### src/rtl/ccff_chain_loader.sv
// ---------------------------------------------------------------------------------------------
// ccff_chain_loader
//
// Loads a configuration flip-flop chain (e.g. a cby tile) from a valid/ready word stream.
// Words are serialised MSB-first onto ccff_head. Exactly CHAIN_LEN bits are shifted per load.
// chain_clk_en is a registered enable intended to gate prog_clk to the chain, so the chain only
// moves on edges where a valid bit is presented. While loading, the old chain contents leaving
// ccff_tail are folded into a running parity.
//
// Ports
//   prog_clk      in   configuration clock, all state on the rising edge
//   pReset        in   asynchronous active-high reset
//   start         in   single-cycle load request, honoured only when idle
//   s_valid       in   input word valid
//   s_data        in   input word, bit DATA_WIDTH-1 is shifted first
//   s_ready       out  loader accepts s_data this cycle
//   ccff_head     out  serial data to chain head (flop output)
//   chain_clk_en  out  chain captures on the edge ending a cycle where this is 1 (flop output)
//   ccff_tail     in   serial data from chain tail
//   busy          out  load in progress
//   done          out  one-cycle pulse after the last bit has been shifted
//   bit_count     out  bits shifted so far in the current load
//   tail_parity   out  XOR of ccff_tail over every enabled edge of the current load
// ---------------------------------------------------------------------------------------------
module ccff_chain_loader #(
  parameter int unsigned CHAIN_LEN  = 58,
  parameter int unsigned DATA_WIDTH = 8,
  // Derived from CHAIN_LEN; leave at its default.
  parameter int unsigned CNT_W      = $clog2(CHAIN_LEN + 1)
) (
  input  logic                  prog_clk,
  input  logic                  pReset,
  input  logic                  start,
  input  logic                  s_valid,
  input  logic [DATA_WIDTH-1:0] s_data,
  output logic                  s_ready,
  output logic                  ccff_head,
  output logic                  chain_clk_en,
  input  logic                  ccff_tail,
  output logic                  busy,
  output logic                  done,
  output logic [CNT_W-1:0]      bit_count,
  output logic                  tail_parity
);

  localparam int unsigned WCNT_W = $clog2(DATA_WIDTH + 1);

  localparam logic [1:0] ST_IDLE  = 2'd0;
  localparam logic [1:0] ST_FETCH = 2'd1;
  localparam logic [1:0] ST_SHIFT = 2'd2;
  localparam logic [1:0] ST_DONE  = 2'd3;

  localparam logic [CNT_W-1:0]  LAST_BIT  = CNT_W'(CHAIN_LEN - 1);
  localparam logic [WCNT_W-1:0] WORD_BITS = WCNT_W'(DATA_WIDTH);
  localparam logic [WCNT_W-1:0] WCNT_ONE  = WCNT_W'(1);
  localparam logic [CNT_W-1:0]  CNT_ONE   = CNT_W'(1);

  logic [1:0]            r_state;
  logic [DATA_WIDTH-1:0] r_shreg;
  logic [WCNT_W-1:0]     r_wcnt;
  logic [CNT_W-1:0]      r_bit_count;
  logic                  r_tail_parity;
  logic                  r_chain_clk_en;

  logic [1:0]            w_state_d;
  logic [DATA_WIDTH-1:0] w_shreg_d;
  logic [WCNT_W-1:0]     w_wcnt_d;
  logic [CNT_W-1:0]      w_bit_count_d;
  logic                  w_tail_parity_d;
  logic                  w_chain_clk_en_d;

  always_comb begin
    w_state_d       = r_state;
    w_shreg_d       = r_shreg;
    w_wcnt_d        = r_wcnt;
    w_bit_count_d   = r_bit_count;
    w_tail_parity_d = r_tail_parity;

    case (r_state)
      ST_IDLE: begin
        if (start) begin
          w_state_d       = ST_FETCH;
          w_bit_count_d   = '0;
          w_tail_parity_d = 1'b0;
        end
      end

      ST_FETCH: begin
        if (s_valid) begin
          w_shreg_d = s_data;
          w_wcnt_d  = WORD_BITS;
          w_state_d = ST_SHIFT;
        end
      end

      ST_SHIFT: begin
        // The chain shifts on this same edge, so ccff_tail still shows the old tail bit.
        w_tail_parity_d = r_tail_parity ^ ccff_tail;
        w_shreg_d       = r_shreg << 1;
        w_bit_count_d   = r_bit_count + CNT_ONE;
        w_wcnt_d        = r_wcnt - WCNT_ONE;
        if (r_bit_count == LAST_BIT) begin
          // Chain is full: drop the unused tail of the word so ccff_head returns to 0.
          w_state_d = ST_DONE;
          w_shreg_d = '0;
          w_wcnt_d  = '0;
        end else if (r_wcnt == WCNT_ONE) begin
          w_state_d = ST_FETCH;
        end
      end

      ST_DONE: begin
        w_state_d = ST_IDLE;
      end

      default: begin
        w_state_d = ST_IDLE;
      end
    endcase
  end

  // Enable is a dedicated flop so the clock gate sees a glitch-free, full-cycle level.
  always_comb begin
    w_chain_clk_en_d = (w_state_d == ST_SHIFT);
  end

  always_ff @(posedge prog_clk or posedge pReset) begin
    if (pReset) begin
      r_state        <= ST_IDLE;
      r_shreg        <= '0;
      r_wcnt         <= '0;
      r_bit_count    <= '0;
      r_tail_parity  <= 1'b0;
      r_chain_clk_en <= 1'b0;
    end else begin
      r_state        <= w_state_d;
      r_shreg        <= w_shreg_d;
      r_wcnt         <= w_wcnt_d;
      r_bit_count    <= w_bit_count_d;
      r_tail_parity  <= w_tail_parity_d;
      r_chain_clk_en <= w_chain_clk_en_d;
    end
  end

  assign s_ready      = (r_state == ST_FETCH);
  assign busy         = (r_state == ST_FETCH) || (r_state == ST_SHIFT);
  assign done         = (r_state == ST_DONE);
  assign ccff_head    = r_shreg[DATA_WIDTH-1];
  assign chain_clk_en = r_chain_clk_en;
  assign bit_count    = r_bit_count;
  assign tail_parity  = r_tail_parity;

  // Structural invariants of the loader.
  a_ready_not_shifting : assert property (@(posedge prog_clk) disable iff (pReset)
    !(s_ready && chain_clk_en));
  a_done_not_busy : assert property (@(posedge prog_clk) disable iff (pReset)
    done |-> !busy);
  a_count_in_range : assert property (@(posedge prog_clk) disable iff (pReset)
    32'(bit_count) <= CHAIN_LEN);
  a_done_full_count : assert property (@(posedge prog_clk) disable iff (pReset)
    done |-> (32'(bit_count) == CHAIN_LEN));

endmodule

### config.mk
export PLATFORM = sky130hd
export DESIGN_NAME = ccff_chain_loader
export DESIGN_NICKNAME = d
export VERILOG_FILES = /design/src/rtl/ccff_chain_loader.sv
export SDC_FILE = /design/constraint.sdc
export NUM_CORES = 1
export LEC_CHECK = 0
export BUFFER_PORTS_ARGS = -buffer_cell sky130_fd_sc_hd__buf_2
export CELL_PAD_IN_SITES_DETAIL_PLACEMENT = 1
export CELL_PAD_IN_SITES_GLOBAL_PLACEMENT = 1
export CORE_MARGIN = 4
export CORE_UTILIZATION = 38
export CTS_BUF_LIST = sky130_fd_sc_hd__clkbuf_4
export DETAILED_ROUTE_END_ITERATION = 16
export GPL_TIMING_DRIVEN = 0
export PLACE_DENSITY = 0.87
export SLEW_MARGIN = 20
export SYNTH_ARGS = -nofsm -noshare
export SYNTH_HDL_FRONTEND = slang
export SYNTH_SLANG_ARGS = --single-unit
### constraint.sdc
create_clock -name prog_clk -period 1.7 [get_ports prog_clk]
set_input_delay 0 -clock prog_clk [delete_from_list [all_inputs] [get_ports prog_clk]]
set_output_delay 0 -clock prog_clk [all_outputs]
set_load 0.01 [all_outputs]
==> results of run 1 <==
layout by cell type, fill, tap and decap left out, drive strengths merged:
| cell type | instances |
|---|---|
| a2111oi | 1 |
| a21oi | 15 |
| a31oi | 1 |
| and2 | 2 |
| and3 | 2 |
| and3b | 1 |
| and4b | 1 |
| buf | 35 |
| bufinv | 1 |
| clkbuf | 4 |
| dfrtp | 22 |
| dlygate4sd3 | 4 |
| ha | 8 |
| inv | 8 |
| mux2 | 2 |
| mux2i | 1 |
| nand2 | 15 |
| nand2b | 1 |
| nand3 | 4 |
| nand3b | 2 |
| nand4 | 1 |
| nand4b | 1 |
| nor2 | 15 |
| nor3 | 2 |
| o21a | 1 |
| o21ai | 14 |
| o21ba | 1 |
| o22a | 1 |
| o22ai | 1 |
| o31ai | 2 |
| o32ai | 1 |
| or3 | 2 |
| xnor2 | 1 |
| xor2 | 3 |
what timing repair did:
action / 4_1_cts / 5_1_grt
resized for setup: 14 / 8
hold buffers: 4 / 0
hold endpoints to repair: 25 / 0
setup buffers: 7 / 0
endpoints found under the setup margin: 17 / 13
cloned: 0 / 1
kinds of logic after synthesis:
logic type	synth area share, %
and+or+nand+nor	18.9
AOI/OAI and AO/OA	19.5
DFF	43.9
buffers and inverters	4.29
adders and majority gates	7.98
xor gates and xnor gates	2.79
muxes	2.59
where the power goes:
group	internal [mW]	switching, mW
combinational	0.609	0.707
clock	0.238	0.175
sequential	0.711	0.155
how the worst max path moves through the flow:
stage,from,endpoint,slack (ns)
CTS,r_state[0]$_DFF_PP0_,chain_clk_en$_DFF_PP0_,0.009
detailed placement,r_state[1]$_DFF_PP0_,chain_clk_en$_DFF_PP0_,-0.23
global route,r_state[0]$_DFF_PP0_,chain_clk_en$_DFF_PP0_,-0.12
finish,r_state[0]$_DFF_PP0_,chain_clk_en$_DFF_PP0_,-0.05
global placement,r_state[1]$_DFF_PP0_,chain_clk_en$_DFF_PP0_,-0.10
floorplan,r_state[1]$_DFF_PP0_,chain_clk_en$_DFF_PP0_,0.07
state kept, by name (all words and copies together) (netlist names):
name	flops
chain_clk_en	1
r_wcnt	4
tail_parity	1
r_shreg	8
bit_count	6
r_state	2
synthesized netlist by cell type, drive strengths merged:
library cell | instances | area, µm²
dfrtp | 22 | 551
a21oi | 15 | 78.8
nand2 | 15 | 56.3
nor2 | 15 | 56.3
o21ai | 14 | 70.1
ha | 8 | 100
inv | 8 | 30.0
nand3 | 4 | 20.0
buf | 3 | 20.0
xor2 | 3 | 26.3
and2 | 2 | 15.0
and3 | 2 | 12.5
mux2 | 2 | 22.5
nand3b | 2 | 15.0
nor3 | 2 | 10.0
o31ai | 2 | 15.0
or3 | 2 | 12.5
a2111oi | 1 | 15.0
a31oi | 1 | 6.26
and3b | 1 | 8.76
and4b | 1 | 10.0
clkbuf | 1 | 3.75
mux2i | 1 | 10.0
nand2b | 1 | 6.26
nand4 | 1 | 6.26
nand4b | 1 | 8.76
o21a | 1 | 7.51
o21ba | 1 | 10.0
o22a | 1 | 8.76
o22ai | 1 | 6.26
o32ai | 1 | 27.5
xnor2 | 1 | 8.76
worst reg2reg max path, stage by stage, from the launching register on:
cell and delay [ns]:
dfrtp_2 0.47, inv_2 0.08, ha_2 0.20, buf_6 0.13
o21ai_0 0.10, a21oi_1 0.17, o21ba_2 0.20, a2111oi_4 0.31
area by class of cell:
type | count | area [µm²]
fill | 391 | 1430
multi-input combinational | 102 | 716
sequential | 22 | 553
timing repair buffer | 36 | 233
tap | 44 | 55.1
buffer | 4 | 35.0
clock inverter | 1 | 30.0
inverter | 8 | 30.0
clock buffer | 3 | 22.5
metrics by stage:
stage	std cells	power, mW	area [µm²]	utilization (%)	setup WS [ns]
finish	220	2.59	1670	54.0	-0.0524
global route	220	2.76	1670	54.0	-0.119
CTS	219	2.54	1650	53.1	0.00917
detailed placement	204	1.87	1430	46.1	-0.231
global placement	204	1.78	1430	46.1	-0.104
floorplan	136	1.56	1250	-	0.0734
per-layer routing:
layer | vias up | global-route usage [%] | part of all wire [%]
met5 | - | 0 | 0
met4 | 0 | 4.66 | 0.53
met3 | 4 | 2.91 | 3.3
met2 | 25 | 32.5 | 53
met1 | 582 | 21.0 | 43
li1 | 550 | - | -
==> results.yml, run 1 <==
outcome:
  outcome: "complete, but fails checks"
  violations: "negative setup slack"
sta:
  rsz0062_at_grt: "yes"
  max_clock_freq_ghz: 0.571
  whs_ns: 0.0184
  fin_crit_sh_pct: 103
  drv_slew: 0
  setup_viol: 1
  fin_skew_ns: 0.00405
  fin_crit_ns: 1.75
  final.setup.worst_slack_ns: -0.0524
  max_slew_margin_pct: 42.5
  fin_setup_tns_ns: -0.0524
  hold_viol: 0
  tightest_slew_ns: 0.861
worst_setup_path:
  worstRegToRegCells: 7
  path_cells: "inv_2, ha_2, buf_6, o21ai_0, a21oi_1, o21ba_2, a2111oi_4"
  path_delay_family: "compound AO/OA/AOI/OAI gates"
  crit_fanout: 5
  critPathLaunchType: "flip-flop"
  reg2reg_to: "chain_clk_en$_DFF_PP0_"
  cp.depth: 7
  critical_path_arrival_ns: 1.97
  critPathSlowestCell: "dfrtp_2"
  rrSetupSlack_ns: -0.05
  required_ns: 1.92
  end_kind: "flip-flop"
  critPathKind: "reg2reg"
  slowest_delay_ns: 0.47
  cp_num_buf_inv: 2
  crit-reg2reg-launch: "r_state[0]$_DFF_PP0_"
global_route:
  grt_pass1_wl_mm: 5.87
  grt_overflow_total: 0
  grt_pass1_vias: 1273
  antenna_found_initial: 0
  track_usage_pct: 17.6
  grt_max_degree: 23
min_path:
  hold_path.startpoint: "s_data[7]"
  hp-class: "in2reg"
  holdPathEnd: "r_shreg[7]$_DFFE_PP0P_"
  hold_path_depth: 3
yosys:
  ys_ff_latch: 22
  synth.distinct_cells: 36
  syn-cell-area_um2: 1250
  yosys_warnings: 0
  syn-instance-count: 136
  seq_area_frac_synth_pct: 43.9
  syn-num-nets: 157
  avgSynthCellArea_um2: 9.23
final_layout:
  drive_above_1_share_pct: 33.5
  nets: 198
  antenna_cells: 0
  synthToLayoutAreaGrowth_pct: 33.4
routing:
  drtIter0Drc: 9
  route.detailed.drc: 0
  vias: 1161
  wl_mm: 3.62
  firstDrtPassIters: 4
  viasPerCell: 5.28
  post_drt_wl_per_cell_um: 16.4
  ant_nets: 0
pwr:
  p_leak_nw: 0.762
  pwr_density_cell_nw_per_um2: 1550
  peakVddDrop_uv: 550
clock_network:
  cts_made_buffers: 3
  clockBufferDepth: 2
  htreeDepth: 1
  cts_root_buffer: "clkbuf_4"
  cts_tree: "done"
  insertion_delay_ns: 0.31
  cts.sinks: 22
  clk_pin_slew_worst_paths_ns: 0.14
floorplanning:
  die_area_um2: 4290
  die_w_um: 65.5
  die_h_um: 65.5
  num_io_pins: 25
  rows: 20
  core_area_um2: 3100
  start_util_pct: 40.4
placed_design:
  place_hpwl_mm: 2.36
  gp_congestion: 0.807
  io_buffers: 24
flow_run:
  maxCapViolations: 0
Note: power is estimated with default switching activity, not from simulation.
==> inputs of run 2 (changes only) <==
HOLD_SLACK_MARGIN = 0.05   (was not set)
==> results.yml, run 2 (synthesized netlist as in run 1, its figures left out) <==
floorplanning:
  num_io_pins: 25
  rows: 20
  die_area_um2: 4290
  die_h_um: 65.5
  start_util_pct: 40.4
  core_area_um2: 3100
  die_w_um: 65.5
worst_setup_path:
  required_ns: 1.95
  end_kind: "flip-flop"
  critPathKind: "reg2reg"
  critical_path_arrival_ns: 1.95
  critPathLaunchType: "flip-flop"
  crit_fanout: 8
routing:
  route.detailed.drc: 0
  drtIter0Drc: 21
  viasPerCell: 5.36
  ant_nets: 0
  wl_mm: 4.13
  firstDrtPassIters: 4
  vias: 1222
  post_drt_wl_per_cell_um: 18.1
outcome:
  outcome: "complete, but fails checks"
  violations: "negative setup slack"
final_layout:
  final_cell_mix: "buf_2 (25), dfrtp_1 (20), nand2_1 (15), nor2_1 (15), o21ai_0 (13)"
  layout_commonest_cell: "buf_2"
  fillers: 375
  synthToLayoutAreaGrowth_pct: 39.4
  regMostFlops: "r_shreg"
  final_area_um2: 1750
  largest_register_ffs: 8
  drive_above_1_share_pct: 32.1
  antenna_cells: 0
  nets: 206
  instances_no_fill: 228
sta:
  rsz0062_at_grt: "yes"
  setup_viol: 1
  whs_ns: 0.0942
  final.setup.worst_slack_ns: -0.00234
  tightest_slew_ns: 0.839
  max_slew_margin_pct: 44.0
  fin_setup_tns_ns: -0.00234
  max_clock_freq_ghz: 0.587
  hold_viol: 0
  drv_slew: 0
  fin_skew_ns: 0.0115
  fin_crit_ns: 1.70
  fin_crit_sh_pct: 100
clock_network:
  htreeDepth: 1
  clockBufferDepth: 2
  insertion_delay_ns: 0.33
  cts_tree: "done"
  cts_root_buffer: "clkbuf_4"
  clk_pin_slew_worst_paths_ns: 0.14
  cts.sinks: 22
  cts_made_buffers: 3
pwr:
  pwr_density_cell_nw_per_um2: 1530
  peakVddDrop_uv: 738
  p_leak_nw: 0.802
placed_design:
  gp_congestion: 0.807
  place_hpwl_mm: 2.36
  post_dp_cell_area_um2: 1430
  placed_cells_incl_taps: 204
  io_buffers: 24
global_route:
  grt_max_degree: 23
  grt_overflow_total: 0
  track_usage_pct: 19.7
  antenna_found_initial: 0
  grt_pass1_vias: 1359
  grt_pass1_wl_mm: 6.43
min_path:
  hp-class: "in2reg"
flow_run:
  maxCapViolations: 0
==> run 2: changes by cell type in the layout (fill, tap and decap cells not counted), sizes merged <==
cell	change
buf	+3
clkbuf	-1
dlygate4sd3	+6
==> run 2: final timing paths <==
path                                        start  cells past startpoint                        to  slack, ns
min                                         start                      3  bit_count[1]$_DFFE_PP0P_       0.09
min in group asynchronous                  pReset                      3    r_shreg[0]$_DFFE_PP0P_       0.39
max in group asynchronous                  pReset                      3      r_state[0]$_DFF_PP0_       0.75
min reg2reg                r_shreg[5]$_DFFE_PP0P_                      2    r_shreg[6]$_DFFE_PP0P_       0.54
max reg2reg                  r_state[0]$_DFF_PP0_                      6    chain_clk_en$_DFF_PP0_     -0.002
max                          r_state[0]$_DFF_PP0_                      6    chain_clk_en$_DFF_PP0_     -0.002
==> run 2: critical path: stages, from the launching register on <==
cell       delay (ns)
dfrtp_2          0.47
buf_12           0.14
ha_4             0.18
and3b_1          0.20
o32ai_4          0.26
a21oi_2          0.09
a2111oi_4        0.27
==> run 2: per-layer routing <==
| layer | part of all wire (%) | vias up | track usage [%] |
|---|---|---|---|
| li1 | - | 567 | - |
| met1 | 41 | 608 | 22.4 |
| met2 | 52 | 36 | 36.9 |
| met3 | 3.8 | 11 | 3.08 |
| met4 | 3.4 | 0 | 6.74 |
| met5 | 0 | - | 0 |
==> run 2: cell type report <==
class                   count  area [µm²]  area share [%]
clock buffers               3        22.5            1.29
inverters                   8        30.0            1.72
plain buffers               4        38.8            2.22
clock inverters             1        30.0            1.72
flip-flops and latches     22         553            31.6
repair buffers             44         312            17.8
multi-input cells         102         708            40.5
well taps                  44        55.1            3.15
==> run 2: per-stage QoR <==
stage	setup WS, ns	power (mW)	utilization (%)
after floorplan	0.0734	1.56	-
after global placement	-0.104	1.78	46.1
after detailed placement	-0.231	1.87	46.1
after CTS	0.00917	2.55	55.1
after global routing	-0.0724	2.84	56.4
final	-0.00234	2.67	56.4
==> run 2: where the power goes <==
| part | internal (mW) | switching [mW] | total [mW] | leakage (nW) |
|---|---|---|---|---|
| combinational | 0.629 | 0.741 | 1.37 | 0.499 |
| sequential | 0.712 | 0.165 | 0.877 | 0.274 |
| clock | 0.239 | 0.183 | 0.422 | 0.0279 |
==> run 2: repair_timing <==
item,in CTS,in global routing
buffers inserted,7,2
gates resized for setup,14,9
cloned,0,1
pin swaps,0,1
endpoints found under the setup margin,17,14
endpoints found under the hold margin,31,0
hold buffers,10,0
